$ cat src/rtl/bpsk_bit_sync.sv
// Hysteresis bit slicer with symbol-timing recovery for the BPSK demodulator output.
// Bit period = shortest accepted edge interval per window; bits are sampled at mid-bit.
module bpsk_bit_sync #(
  parameter int DATA_W     = 10,
  parameter int MID        = 512,
  parameter int HYST       = 32,
  parameter int CNT_W      = 16,
  parameter int MIN_PERIOD = 16,
  parameter int EDGE_WIN   = 8
) (
  input  logic              clk_8192k,
  input  logic              rst_n,
  input  logic              en,
  input  logic              lock,
  input  logic [DATA_W-1:0] demod_in,
  output logic              bit_out,
  output logic              bit_valid,
  output logic [CNT_W-1:0]  bit_period,
  output logic              sync
);

  localparam int EC_W = $clog2(EDGE_WIN + 1);
  localparam logic [DATA_W:0]  THR_HI  = (DATA_W+1)'(MID + HYST);
  localparam logic [DATA_W:0]  THR_LO  = (DATA_W+1)'(MID - HYST);
  localparam logic [CNT_W-1:0] MIN_P   = CNT_W'(MIN_PERIOD);
  localparam logic [EC_W-1:0]  EW_LAST = EC_W'(EDGE_WIN - 1);

  typedef enum logic [1:0] {IDLE, ACQ, TRACK} state_e;

  state_e            state_q, state_d;
  logic [DATA_W-1:0] din_q, din_d;
  logic              sliced_q, sliced_d;
  logic              sliced_dly_q, sliced_dly_d;
  logic [CNT_W-1:0]  icnt_q, icnt_d;
  logic [CNT_W-1:0]  min_int_q, min_int_d;
  logic [EC_W-1:0]   edge_cnt_q, edge_cnt_d;
  logic              armed_q, armed_d;
  logic [CNT_W-1:0]  pcnt_q, pcnt_d;
  logic [CNT_W-1:0]  period_q, period_d;
  logic              bit_out_q, bit_out_d;
  logic              bit_valid_q, bit_valid_d;

  logic              run;
  logic              edge_det;
  logic              acc_edge;
  logic              win_end;
  logic              expire;
  logic [CNT_W-1:0]  cand;

  assign run      = en & lock;
  assign edge_det = sliced_q ^ sliced_dly_q;
  assign acc_edge = edge_det && (icnt_q >= MIN_P);
  assign cand     = (icnt_q < min_int_q) ? icnt_q : min_int_q;
  assign win_end  = run && acc_edge && armed_q && (edge_cnt_q == EW_LAST) &&
                    (state_q != IDLE);
  assign expire   = (state_q == TRACK) && (pcnt_q == CNT_W'(1));

  always_ff @(posedge clk_8192k or negedge rst_n) begin
    if (!rst_n) begin
      state_q <= IDLE;
    end else begin
      state_q <= state_d;
    end
  end

  always_comb begin
    state_d = state_q;
    case (state_q)
      IDLE:    if (run) state_d = ACQ;
      ACQ:     if (!run) state_d = IDLE;
               else if (win_end) state_d = TRACK;
      TRACK:   if (!run) state_d = IDLE;
      default: state_d = IDLE;
    endcase
  end

  always_comb begin
    sync       = (state_q == TRACK);
    bit_valid  = bit_valid_q;
    bit_out    = bit_out_q;
    bit_period = period_q;
  end

  always_comb begin
    din_d        = demod_in;
    sliced_dly_d = sliced_q;

    sliced_d = sliced_q;
    if ({1'b0, din_q} >= THR_HI) begin
      sliced_d = 1'b1;
    end else if ({1'b0, din_q} <= THR_LO) begin
      sliced_d = 1'b0;
    end

    if (acc_edge) begin
      icnt_d = CNT_W'(1);
    end else if (icnt_q == '1) begin
      icnt_d = icnt_q;
    end else begin
      icnt_d = icnt_q + CNT_W'(1);
    end

    // The first accepted edge after entering ACQ only arms the window: the
    // interval counted before it started in IDLE and is meaningless.
    min_int_d  = min_int_q;
    edge_cnt_d = edge_cnt_q;
    armed_d    = armed_q;
    period_d   = period_q;
    if (state_q == IDLE) begin
      if (run) begin
        min_int_d  = '1;
        edge_cnt_d = '0;
        armed_d    = 1'b0;
      end
    end else if (run && acc_edge) begin
      if (!armed_q) begin
        armed_d = 1'b1;
      end else if (edge_cnt_q == EW_LAST) begin
        period_d   = cand;
        min_int_d  = '1;
        edge_cnt_d = '0;
      end else begin
        min_int_d  = cand;
        edge_cnt_d = edge_cnt_q + EC_W'(1);
      end
    end

    // Realign uses the period in force before this cycle's window update.
    pcnt_d = pcnt_q;
    if (state_q == TRACK) begin
      if (pcnt_q != '0) pcnt_d = pcnt_q - CNT_W'(1);
      if (expire)       pcnt_d = period_q;
      if (acc_edge)     pcnt_d = period_q >> 1;
    end else if ((state_q == ACQ) && win_end) begin
      pcnt_d = cand >> 1;
    end

    bit_valid_d = expire;
    bit_out_d   = bit_out_q;
    if (expire) begin
      bit_out_d = edge_det ? sliced_dly_q : sliced_q;
    end
  end

  always_ff @(posedge clk_8192k or negedge rst_n) begin
    if (!rst_n) begin
      din_q        <= '0;
      sliced_q     <= 1'b0;
      sliced_dly_q <= 1'b0;
      icnt_q       <= '0;
      min_int_q    <= '0;
      edge_cnt_q   <= '0;
      armed_q      <= 1'b0;
      pcnt_q       <= '0;
      period_q     <= '0;
      bit_out_q    <= 1'b0;
      bit_valid_q  <= 1'b0;
    end else begin
      din_q        <= din_d;
      sliced_q     <= sliced_d;
      sliced_dly_q <= sliced_dly_d;
      icnt_q       <= icnt_d;
      min_int_q    <= min_int_d;
      edge_cnt_q   <= edge_cnt_d;
      armed_q      <= armed_d;
      pcnt_q       <= pcnt_d;
      period_q     <= period_d;
      bit_out_q    <= bit_out_d;
      bit_valid_q  <= bit_valid_d;
    end
  end

endmodule

$ cat config.mk
export PLATFORM = sky130hd
export DESIGN_NAME = bpsk_bit_sync
export DESIGN_NICKNAME = d
export VERILOG_FILES = /design/src/rtl/bpsk_bit_sync.sv
export SDC_FILE = /design/constraint.sdc
export NUM_CORES = 1
export LEC_CHECK = 0
export ABC_AREA = 1
export BUFFER_PORTS_ARGS = -buffer_cell sky130_fd_sc_hd__buf_2
export CAP_MARGIN = 20
export CORE_UTILIZATION = 55
export CTS_CLUSTER_SIZE = 30
export DETAILED_ROUTE_END_ITERATION = 10
export PLACE_DENSITY = 0.73
export SETUP_SLACK_MARGIN = 0.05
export SYNTH_ARGS = -nofsm -noshare
export SYNTH_HDL_FRONTEND = slang
export SYNTH_SLANG_ARGS = --single-unit
$ cat constraint.sdc
create_clock -name clk_8192k -period 4.7 [get_ports clk_8192k]
set_input_delay 0.47 -clock clk_8192k [delete_from_list [all_inputs] [get_ports clk_8192k]]
set_output_delay 0.47 -clock clk_8192k [all_outputs]
set_load 0.02 [all_outputs]
==> results of run 1 <==
## cells by family (layout without fill, tap and decap cells)
kind of cell / count (synthesis) / after routing
AO/OA/AOI/OAI: 105 / 105
XOR/XNOR: 12 / 12
adder cells (fa/ha/maj): 22 / 22
AND/OR/NAND/NOR: 363 / 363
buffers and inverters: 115 / 148
flip-flops: 85 / 85
## registers in the layout (all words and copies together), names as in the netlist, 2 cells and up
register	count
bit_period	16
icnt_q	16
min_int_q	16
pcnt_q	16
din_q	10
edge_cnt_q	4
state_q	2
## cell usage after synthesis
cell                         n
sky130_fd_sc_hd__dfrtp_1    85
sky130_fd_sc_hd__xnor2_1     4
sky130_fd_sc_hd__inv_1      89
sky130_fd_sc_hd__o21ai_2     3
sky130_fd_sc_hd__a21oi_1    26
sky130_fd_sc_hd__clkbuf_1    1
sky130_fd_sc_hd__buf_6       4
sky130_fd_sc_hd__a211oi_1    3
sky130_fd_sc_hd__nor4_2      1
sky130_fd_sc_hd__a21oi_2     1
sky130_fd_sc_hd__clkinv_1    1
sky130_fd_sc_hd__inv_2       9
sky130_fd_sc_hd__nand2_4     2
sky130_fd_sc_hd__buf_4       2
sky130_fd_sc_hd__or2_4       1
sky130_fd_sc_hd__nor3_4      1
sky130_fd_sc_hd__nand3_1    53
sky130_fd_sc_hd__nor3_1     13
sky130_fd_sc_hd__nor4_1      3
sky130_fd_sc_hd__o21bai_1    2
sky130_fd_sc_hd__inv_4       1
sky130_fd_sc_hd__nand3_2     2
sky130_fd_sc_hd__xor2_1      8
sky130_fd_sc_hd__nor2_2      1
sky130_fd_sc_hd__nand3_4     1
sky130_fd_sc_hd__nand2_1   207
sky130_fd_sc_hd__o21bai_2    1
sky130_fd_sc_hd__o21ai_0    28
sky130_fd_sc_hd__and3_1      1
sky130_fd_sc_hd__a31oi_1     5
sky130_fd_sc_hd__ha_1       22
sky130_fd_sc_hd__o41ai_1     1
sky130_fd_sc_hd__nand3b_1    1
sky130_fd_sc_hd__buf_2       8
sky130_fd_sc_hd__nand4_1     2
sky130_fd_sc_hd__nand4_2     1
sky130_fd_sc_hd__nor2_1     60
sky130_fd_sc_hd__nor2_8      1
sky130_fd_sc_hd__o21ai_1    33
sky130_fd_sc_hd__o31ai_1     1
sky130_fd_sc_hd__o21a_1      1
sky130_fd_sc_hd__nand2_2     9
sky130_fd_sc_hd__nor2_4      3
## worst max-delay path, cell delays in order (launching register included)
cell and delay, ps:
sky130_fd_sc_hd__dfrtp_1 460, sky130_fd_sc_hd__ha_1 340, sky130_fd_sc_hd__nand2_1 60, sky130_fd_sc_hd__inv_1 40
sky130_fd_sc_hd__o21bai_1 110, sky130_fd_sc_hd__a21oi_1 90, sky130_fd_sc_hd__nor2_2 440, sky130_fd_sc_hd__nand2_2 350
sky130_fd_sc_hd__nand2_1 170, sky130_fd_sc_hd__nand2_1 100, sky130_fd_sc_hd__nand2_1 80, sky130_fd_sc_hd__o21ai_1 70
sky130_fd_sc_hd__inv_1 60
## per-stage QoR
| step | area (sq um) | setup slack [ps] | util | hold slack [ps] |
|---|---|---|---|---|
| 6_report | 5590 | 2260 | 0.611 | 39.1 |
| 5_1_grt | 5590 | 2030 | 0.611 | 66.4 |
| 4_1_cts | 5560 | 2280 | 0.608 | 193 |
| 3_5_place_dp | 5370 | 2320 | 0.586 | 400 |
| 3_3_place_gp | 5370 | 2390 | 0.586 | 381 |
| 2_1_floorplan | 5170 | 2810 | - | 174 |
## metal layers
metal,global-route usage,part of all wire
met1,0.373,0.49
met2,0.427,0.46
met3,0.0518,0.036
met4,0.0861,0.019
met5,0,0
## cell type report
cell class	count	area, sq um
clock buffers	9	124
repair buffers	33	190
fillers	849	3560
clock inverters	6	71.3
inverters	100	378
flip-flops and latches	85	2130
well taps	111	139
multi-input cells	502	2560
## power by group
group / switching, mW / internal, mW / total, mW
logic: 0.237 / 0.115 / 0.352
registers: 0.0493 / 0.772 / 0.821
clock network: 0.282 / 0.248 / 0.531
total: 0.569 / 1.13 / 1.70
## worst max-delay path by stage
| stage | slack [ps] | to | depth (start not counted) | start |
|---|---|---|---|---|
| floorplan | 2810 | min_int_q[0] | 12 | icnt_q[9] |
| global placement | 2390 | pcnt_q[11] | 12 | icnt_q[9] |
| detailed placement | 2320 | min_int_q[2] | 12 | icnt_q[9] |
| CTS | 2280 | min_int_q[9] | 12 | icnt_q[9] |
| global route | 2030 | pcnt_q[5] | 12 | icnt_q[9] |
| finish | 2260 | min_int_q[5] | 12 | icnt_q[9] |
==> run summary, run 1 <==
The flow ran to the end, and the final reports show no timing, DRC or antenna violations. The total wirelength of the detailed-routed design came out at 12300 um. The HPWL after detailed placement is 9180 um.

The post-layout instance count excluding filler cells is 846. The count of placed standard cells including taps is 830. The post-route antenna net violation count is 0. Yosys printed 0 warnings. The master cell of the clock root buffer is sky130_fd_sc_hd__clkbuf_8. Input and output buffers added on the ports amount to 32. The final number of setup-violating endpoints is 0. The sequential element share of the synthesized area came out at 0.412. From synthesis to final layout, the design area changed by 8.14%. The highest fanout seen on the critical path came out at 17. The design draws 1.70 mW. The first global-routing pass estimated 20500 um of wire. The fraction of synthesized cell area taken by the top area cell type came out at 0.412. The number of max-slew violations in the final report is 0. The total of cells resized after clock tree synthesis is 0. The clock transition at the register clock pins on the worst setup and hold paths after CTS is 90 ps. The final global-route overflow total came out at 0. The basic-gate share of the synthesized area counting and, or, nand and nor cells is 0.310. The buffer count from post-CTS setup fixing came out at 0. The analysis attributes to cell leakage a power of 2.98 nW. The die outline area came out at 9790 sq um. At the end of routability-driven placement, the weighted congestion stood at 0.884. The critical path in this run is classified as reg2reg.

The number of storage elements in the synthesis netlist is 85. Of the total synthesized cell area, the portion taken by XOR and XNOR cells is 0.0203. The most frequent standard cell in the layout excluding fill and tap cells is sky130_fd_sc_hd__nand2_1.

The repair_antennas step left the layout with diodes totalling 0. The endpoint identified for the worst register-to-register timing path is min_int_q[5]. In this run the power density over the cells is 305 nW/um^2. The layout net count is 767. In the layout the commonest cells are sky130_fd_sc_hd__nand2_1, sky130_fd_sc_hd__inv_1, sky130_fd_sc_hd__dfrtp_1. The via count of the first global-routing pass was 4266. Setup repair after global routing left no endpoint under its margin. Counting every instance in the synthesized netlist gives 702.

The actual transition at the worst max-transition pin came out at 564 ps. The tightest min-delay check is of the in2async type. For this design the top-level I/O count stands at 33. The initial standard-cell utilization of the core is 0.565. The post-synthesis adder-cell area fraction came out at 0.0533. The average routed wire per standard cell is 14.6 um. The max-cap violation count came out at 0. The startpoint of the worst register-to-register path is icnt_q[9].

The clock drives 85 sinks. The starting DRC count in detailed routing is 304. After synthesis, the largest family of logic cells by area is simple AND/OR/NAND/NOR gates. The final count of hold timing violations came out at 0. The number of distinct standard cells referenced by the synthesized netlist is 43. For this run, the detailed router's first-pass iteration total came to 5. The CTS tree is yes. Clock tree synthesis inserted a total of 9 buffers.

In this run the number of H-tree levels came out at 3. The worst-case reg-to-reg path depth came out at 12. The area fraction in compound gates after synthesis is 0.111.

Of the cells placed in the final design, the portion with a size suffix greater than 1 is 0.117. The endpoint kind of the worst setup timing path is a register. The kind of start point of the critical path is a register.

The peak ir drop on the vdd network came out at 0.297 mV. For this run, design rule violations remaining after detail routing come to 0. For this run, the top clock speed supported by timing is 0.410 GHz. The total track usage is 0.269. The via total after detailed routing came out at 4505. The minimum clock period is 2440 ps. The required arrival time at the worst endpoint came out at 5010 ps. The die height came out at 98.9 um.

Entering global routing, the biggest net connects 86 pins. When the netlist entered floorplanning its net count stood at 738. The later pin in the worst-skew pair is clocked with a latency of 370 ps. The average footprint of a synthesized cell came out at 7.36 sq um. The reg2reg setup slack came out at 2260 ps. The core outline area came out at 9150 sq um.

The number of buffers on the longest clock path came out at 2. The clock tree skew after final layout came out at 17.3 ps. Of the post-synthesis cell area, the part taken by muxes is 0.

The total of hold buffers inserted after clock tree synthesis is 0. The area of the mapped netlist came out at 5170 sq um. The horizontal die dimension came out at 98.9 um.

The share of the clock period used by the worst path came out at 0.519. In this run the tightest slew margin relative to its limit is 0.623. Setup total negative slack on the finished layout was measured at 0 ps. After synthesis, the cell types taking the most area are sky130_fd_sc_hd__dfrtp_1, sky130_fd_sc_hd__nand2_1, sky130_fd_sc_hd__inv_1, sky130_fd_sc_hd__ha_1, sky130_fd_sc_hd__nand3_1. The largest total area in the synthesized netlist belongs to sky130_fd_sc_hd__dfrtp_1. The via count normalized by instance count came out at 5.33. The placement row count is 35.

The initial antenna violation count came to 0. The data arrival time of the worst path came out at 2750 ps.
Power figures use the tool's default switching activity.
==> run 2, diff against run 1 <==
clock period = 2.3 ns   (was 4.7 ns; I/O delays follow)
==> run summary, run 2 (synthesis results as in run 1) <==
The flow ran to the end, and the final reports show no timing, DRC or antenna violations. The endpoint identified for the worst register-to-register timing path is edge_cnt_q[2]. The depth of the CTS H-tree is 3 (unchanged). The total track usage is 0.277 (+0.00847). The first-pass GRT wire length came out at 21300 um (+3.8%). The clock network latency to the later pin of the worst-skew pair is 370 ps (about the same). The average routed wire per standard cell came out at 14.6 um (-0.11%).

The kind of start point of the critical path is a register. The number of buffer and inverter stages on the critical path came out at 3 (+1). TritonCTS built the clock tree.

The highest fanout seen on the critical path came out at 19 (+2). The count of boundary I/O pins is 33 (unchanged). The number of max-slew violations in the final report is 0 (unchanged). The static leakage came to 3.09 nW (+3.5%). The data arrival time of the worst path came to 2300 ps (-450 ps). The post-route antenna net violation count came to 0 (unchanged). The number of cells on the worst hold path is 3. The placement row count was 35 (unchanged). The actual transition at the worst max-transition pin is 489 ps (-75.2 ps). The critical path ends at edge_cnt_q[2].

The die height was 98.9 um (unchanged). The initial antenna violation count is 0 (unchanged). The number of clock buffers inserted by TritonCTS is 9 (unchanged). The starting DRC count in detailed routing is 298 (-2.0%). The kind of cell with the highest combined delay along the critical path is simple AND/OR/NAND/NOR gates. The via count normalized by instance count was 5.32 (-0.14%). The library cell used most frequently in the layout, excluding fill and tap cells, is sky130_fd_sc_hd__nand2_1. The overall power after layout is 3.59 mW (+110%). The met1 routing resource usage after global routing is 0.400 (+0.0269). The highest attainable clock frequency is 0.490 GHz (+19%). The horizontal die dimension came out at 98.9 um (unchanged).

The slowest stage of the critical path belongs to the cell sky130_fd_sc_hd__dfrtp_1. The met2 layer usage reported by global route is 0.435 (+0.00861). The post-synthesis to final-layout area growth is 12.1%. The antenna cell count is 0 (unchanged). After global routing, the most crowded layer is met2. The largest net degree at the start of global routing came out at 37 (-57%). The cell repeated most along the worst path is sky130_fd_sc_hd__inv_1. The core outline area is 9150 sq um (unchanged). The proportion of layout cells with a drive suffix above 1 was 0.129 (+0.0123). The die outline area was 9790 sq um (unchanged). The layout net count is 789 (+2.9%). The total wirelength of the detailed-routed design is 12700 um (+2.6%). Traced cell by cell, the critical path runs through inv_1 > ha_1 > inv_1 > nand2_4 > nor2_8 > nand2_1 > nand2_2 > inv_1 > a21oi_1 > nor2_1. The required arrival time at the worst endpoint was 2560 ps (-2450 ps).

The final number of setup-violating endpoints is 0 (unchanged). The max-cap violation count is 0 (unchanged). The headroom to the max-slew limit is 0.674 (+0.0506). The clock tree skew after final layout was 14.3 ps (-2.97 ps). The via total after detailed routing came out at 4621 (+2.6%). The final count of hold timing violations was 0 (unchanged). The largest stage delay on the critical path is 410 ps (-50 ps).

The number of buffers on the longest clock path came out at 2 (unchanged). The launch point of the worst path is sliced_dly_d. The worst-case reg-to-reg path depth came out at 10 (-2). The placer's final routability congestion estimate is 0.881 (-0.32%). The minimum clock period was 2040 ps (-396 ps). The power density normalized to cell area is 620 nW/um^2 (+100%).

The number of remaining DRC errors is 0 (unchanged). The HPWL after detailed placement is 9500 um (+3.5%). The total negative slack is 0 ps (unchanged). The buffer count from post-CTS setup fixing is 0 (unchanged).

The number of buffers inserted by port buffering came out at 32 (unchanged). Setup repair after global routing left no endpoint under its margin. The classification of the worst-slack hold path is in2reg. In this run the critical register-to-register path is launched from sliced_dly_d.

The via count of the first global-routing pass was 4321 (+1.3%). The TritonCTS sink count came out at 85 (unchanged). The peak ir drop on the vdd network came out at 0.533 mV (+79%).

The met3 global-route usage came out at 0.0333 (-0.0184). The clock transition at the register clock pins on the worst setup and hold paths after CTS is 100 ps (about the same). The critical path depth in cells is 10 (-2). The first-pass detailed-route iteration total came to 7 (+2).

Clock tree synthesis selected as its root buffer the cell sky130_fd_sc_hd__clkbuf_8. The reg2reg setup slack came out at 260 ps (-2000 ps). The critical path is of the reg2reg type.

STA classifies the critical path endpoint as a register. In the layout the commonest cells are sky130_fd_sc_hd__nand2_1, sky130_fd_sc_hd__inv_1, sky130_fd_sc_hd__dfrtp_1. The initial standard-cell utilization of the core was 0.565 (unchanged). The final global-route overflow total came to 0 (unchanged).

The share of the clock period used by the worst path came out at 0.887 (+0.369).
## run 2: changes by cell type in the layout (fill, tap and decap cells not counted), sizes merged
| cell | delta |
|---|---|
| clkbuf | +2 |
| buf | +11 |
| dlygate4sd3 | +11 |
| clkinv | -2 |
| clkinvlp | +1 |
## run 2: where the power goes
| part | internal [mW] | switching [mW] | total, mW |
|---|---|---|---|
| Combinational | 0.263 | 0.505 | 0.768 |
| Sequential | 1.58 | 0.0834 | 1.66 |
| Clock | 0.573 | 0.592 | 1.16 |
| Total | 2.41 | 1.18 | 3.59 |
## run 2: worst register-to-register path: stages (launching register included)
cell and delay, ps:
sky130_fd_sc_hd__dfrtp_1 410, sky130_fd_sc_hd__inv_1 90, sky130_fd_sc_hd__ha_1 240, sky130_fd_sc_hd__inv_1 110
sky130_fd_sc_hd__nand2_4 180, sky130_fd_sc_hd__nor2_8 180, sky130_fd_sc_hd__nand2_1 80, sky130_fd_sc_hd__nand2_2 310
sky130_fd_sc_hd__inv_1 150, sky130_fd_sc_hd__a21oi_1 140, sky130_fd_sc_hd__nor2_1 50
## run 2: through the flow
| step | instances | area, sq um | util | worst slack, ps | hold WS, ps |
|---|---|---|---|---|---|
| after detailed placement | 842 | 5470 | 0.597 | 290 | 224 |
| after global placement | 842 | 5470 | 0.597 | 312 | 225 |
| after CTS | 869 | 5790 | 0.633 | 255 | 211 |
| after global routing | 869 | 5790 | 0.633 | 60.4 | 215 |
| final | 869 | 5790 | 0.633 | 259 | 218 |
| after floorplan | 702 | 5170 | - | 413 | -65.6 |
## run 2: timing repair
| item | 4_1_cts | 5_1_grt |
|---|---|---|
| hold endpoints to repair | 43 | 0 |
| gates resized for setup | 0 | 0 |
| hold buffers | 11 | 0 |
## run 2: worst min-delay path by stage
stage / end / start / slack, ps
2_1_floorplan: armed_q / rst_n / -70
3_3_place_gp: pcnt_q[13] / rst_n / 220
3_5_place_dp: pcnt_q[13] / rst_n / 220
4_1_cts: armed_q / lock / 210
5_1_grt: armed_q / lock / 220
6_report: armed_q / lock / 220
## run 2: cell type report
class,count,area (sq um)
multi-input combinational,502,2560
clock buffer,11,151
sequential,85,2130
inverter,100,378
clock inverter,5,65.1
fill,825,3360
tap,111,139
timing repair buffer,55,375
## run 2: per-layer routing
layer / share of wire / wire length (um)
met1: 0.47 / 6010
met5: 0 / 0
met4: 0.017 / 218
met2: 0.46 / 5860
met3: 0.046 / 577
==> run 3, diff against run 2 <==
CELL_PAD_IN_SITES_DETAIL_PLACEMENT = 1   (was not set)
CELL_PAD_IN_SITES_GLOBAL_PLACEMENT = 1   (was not set)
CORE_UTILIZATION = 45   (was 55)
PLACE_DENSITY = 0.8   (was 0.73)
==> run summary, run 3 (synthesis results as in run 1) <==
The run finished with clean final reports. The via count of the first global-routing pass is 5177 (+20%). The headroom to the max-slew limit is 0.660 (-0.0141). The largest net degree at the start of global routing was 37 (unchanged).

The die height was 109 um (+10%). The required arrival time at the worst endpoint is 2530 ps (-30 ps). The tree is rooted in a sky130_fd_sc_hd__clkbuf_16. TritonCTS built the clock tree. The count of boundary I/O pins is 33 (unchanged). The TritonCTS sink count was 85 (unchanged). The horizontal die dimension came out at 109 um (+10%).

The fraction of power consumed by the clock network came out at 0.390 (+0.066). The final count of hold timing violations came out at 0 (unchanged). The final global-route overflow total came out at 0 (unchanged).

The post-route core utilization is 0.551 (-0.0825). The minimum clock period came out at 2180 ps (+137 ps). Leaving out fill and tap cells, the most frequent cell in the layout is sky130_fd_sc_hd__nand2_1. The initial antenna violation count came out at 0 (unchanged). The share of power burned in combinational logic was 0.205 (-0.009).

The initial standard-cell utilization of the core is 0.468 (-0.0961). The data arrival time of the worst path came out at 2410 ps (+110 ps). The proportion of layout cells with a drive suffix above 1 came out at 0.143 (+0.0136). The kind of start point of the critical path is a register. Setup repair after global routing could not meet its margin everywhere. The total wirelength of the detailed-routed design is 16200 um (+28%).

The number of remaining DRC errors came out at 0 (unchanged). The starting DRC count in detailed routing came out at 227 (-24%). The highest fanout seen on the critical path came out at 8 (-11). The post-route antenna net violation count is 0 (unchanged). The layout net count came out at 794 (+0.63%).

The total track usage is 0.292 (+0.0149). The via total after detailed routing was 4837 (+4.7%). The highest attainable clock frequency is 0.459 GHz (-6.3%). From synthesis to final layout, the design area changed by 17.5%. The first-pass detailed-route iteration total is 4 (-3).

In the layout the commonest cells are sky130_fd_sc_hd__nand2_1, sky130_fd_sc_hd__inv_1, sky130_fd_sc_hd__dfrtp_1. The die outline area came out at 11900 sq um (+22%). The max-cap violation count was 0 (unchanged). The antenna cell count was 0 (unchanged). The count of placed standard cells including taps is 874 (+3.8%).

The placement row count came out at 38 (+8.6%). The worst hold slack is 281 ps (+63.3 ps). The power density normalized to cell area came out at 678 nW/um^2 (+9.3%).

The number of buffers on the longest clock path was 2 (unchanged). STA classifies the critical path endpoint as a register. The classification of the worst-slack hold path is in2reg. The core outline area was 11000 sq um (+21%). The peak ir drop on the vdd network came to 0.513 mV (-3.8%).

The actual transition at the worst max-transition pin is 510 ps (+21.2 ps). The post-layout instance count excluding filler cells came out at 903 (+3.9%). The switching power came out at 1.25 mW (+6.2%). The critical path in this run is classified as reg2reg. The placer's final routability congestion estimate is 0.882 (+0.14%). The clock network latency to the later pin of the worst-skew pair came out at 340 ps (-30 ps).

The static leakage is 3.20 nW (+3.6%). The number of max-slew violations in the final report is 0 (unchanged). The number of clock buffers inserted by TritonCTS came out at 9 (unchanged).

The average routed wire per standard cell came out at 18.0 um (+23%). The clock tree skew after final layout is 6.13 ps (-8.19 ps). The first-pass GRT wire length is 26300 um (+23%). The sequential share of power came out at 0.405 (-0.057). The clock transition at the register clock pins on the worst setup and hold paths after CTS is 60 ps (-40 ps). The share of total power consumed by net switching is 0.304 (-0.0241). The depth of the CTS H-tree came out at 3 (unchanged).

The total negative slack is 0 ps (unchanged). The internal power is 2.86 mW (+19%). The share of the clock period used by the worst path came to 0.947 (+0.0597). The HPWL after detailed placement came to 11500 um (+21%). The number of buffers inserted by port buffering was 32 (unchanged).

The final number of setup-violating endpoints is 0 (unchanged). The via count normalized by instance count is 5.36 (+0.73%). The fill cell instance count of the final layout was 1437 (+74%).
## run 3: power by group through the flow
stage                     Clock, mW  Combinational (mW)  Sequential [mW]
after detailed placement          0               0.795             1.69
after floorplan                   0               0.510             1.68
after global placement            0               0.761             1.68
after CTS                      1.65               0.822             1.67
after global routing           1.69               0.942             1.68
final                          1.61               0.844             1.67
## run 3: final timing paths
path	start	to	slack [ps]	depth (start not counted)
worst max-delay path	icnt_q[5]	min_int_q[14]	120	12
worst min-delay path	en	armed_q	280	3
worst max register to register	icnt_q[5]	min_int_q[14]	120	12
worst min register to register	sliced_dly_d	sliced_dly_q	410	0
max in group asynchronous	rst_n	din_q[9]	1210	3
min in group asynchronous	rst_n	pcnt_q[11]	400	2
## run 3: layout make-up
| cell class | count | area [sq um] | share of cell area |
|---|---|---|---|
| clock buffers | 12 | 256 | 0.0422 |
| flip-flops and latches | 85 | 2130 | 0.350 |
| multi-input cells | 502 | 2640 | 0.434 |
| inverters | 100 | 378 | 0.0622 |
| repair buffers | 60 | 429 | 0.0707 |
| clock inverters | 4 | 70.1 | 0.0115 |
| well taps | 140 | 175 | 0.0288 |
## run 3: metrics by stage
| step | setup WS [ps] | total power, mW | cell area [sq um] |
|---|---|---|---|
| floorplan | 413 | 2.18 | 5170 |
| global placement | 50.5 | 2.44 | 5540 |
| detailed placement | -7.03 | 2.49 | 5540 |
| CTS | 82.8 | 4.13 | 5980 |
| global route | 11.5 | 4.31 | 6070 |
| finish | 121 | 4.12 | 6070 |
## run 3: worst max-delay path: stages, from the launching register on
cell and delay [ps]:
sky130_fd_sc_hd__dfrtp_1 430, sky130_fd_sc_hd__ha_1 360, sky130_fd_sc_hd__a21oi_2 170, sky130_fd_sc_hd__nor2_1 80
sky130_fd_sc_hd__nor3_2 140, sky130_fd_sc_hd__nand2_1 120, sky130_fd_sc_hd__nand2_4 140, sky130_fd_sc_hd__buf_4 170
sky130_fd_sc_hd__nand3_1 90, sky130_fd_sc_hd__nand2_1 140, sky130_fd_sc_hd__nand2_1 80, sky130_fd_sc_hd__o21ai_1 90
sky130_fd_sc_hd__inv_1 50
## run 3: per-layer routing
| metal | global-route usage | wire [um] | vias up |
|---|---|---|---|
| met1 | 0.376 | 7510 | 2414 |
| li1 | - | - | 2350 |
| met5 | 0 | 0 | - |
| met3 | 0.0400 | 374 | 17 |
| met4 | 0.106 | 202 | 0 |
| met2 | 0.498 | 8120 | 56 |
## run 3: repair_timing
item	in CTS	in global routing
setup endpoints to repair	23	43
pin swaps	0	1
hold buffers	11	0
gates cloned	0	0
setup buffers	0	2
endpoints found under the hold margin	44	0
gates resized for setup	1	17
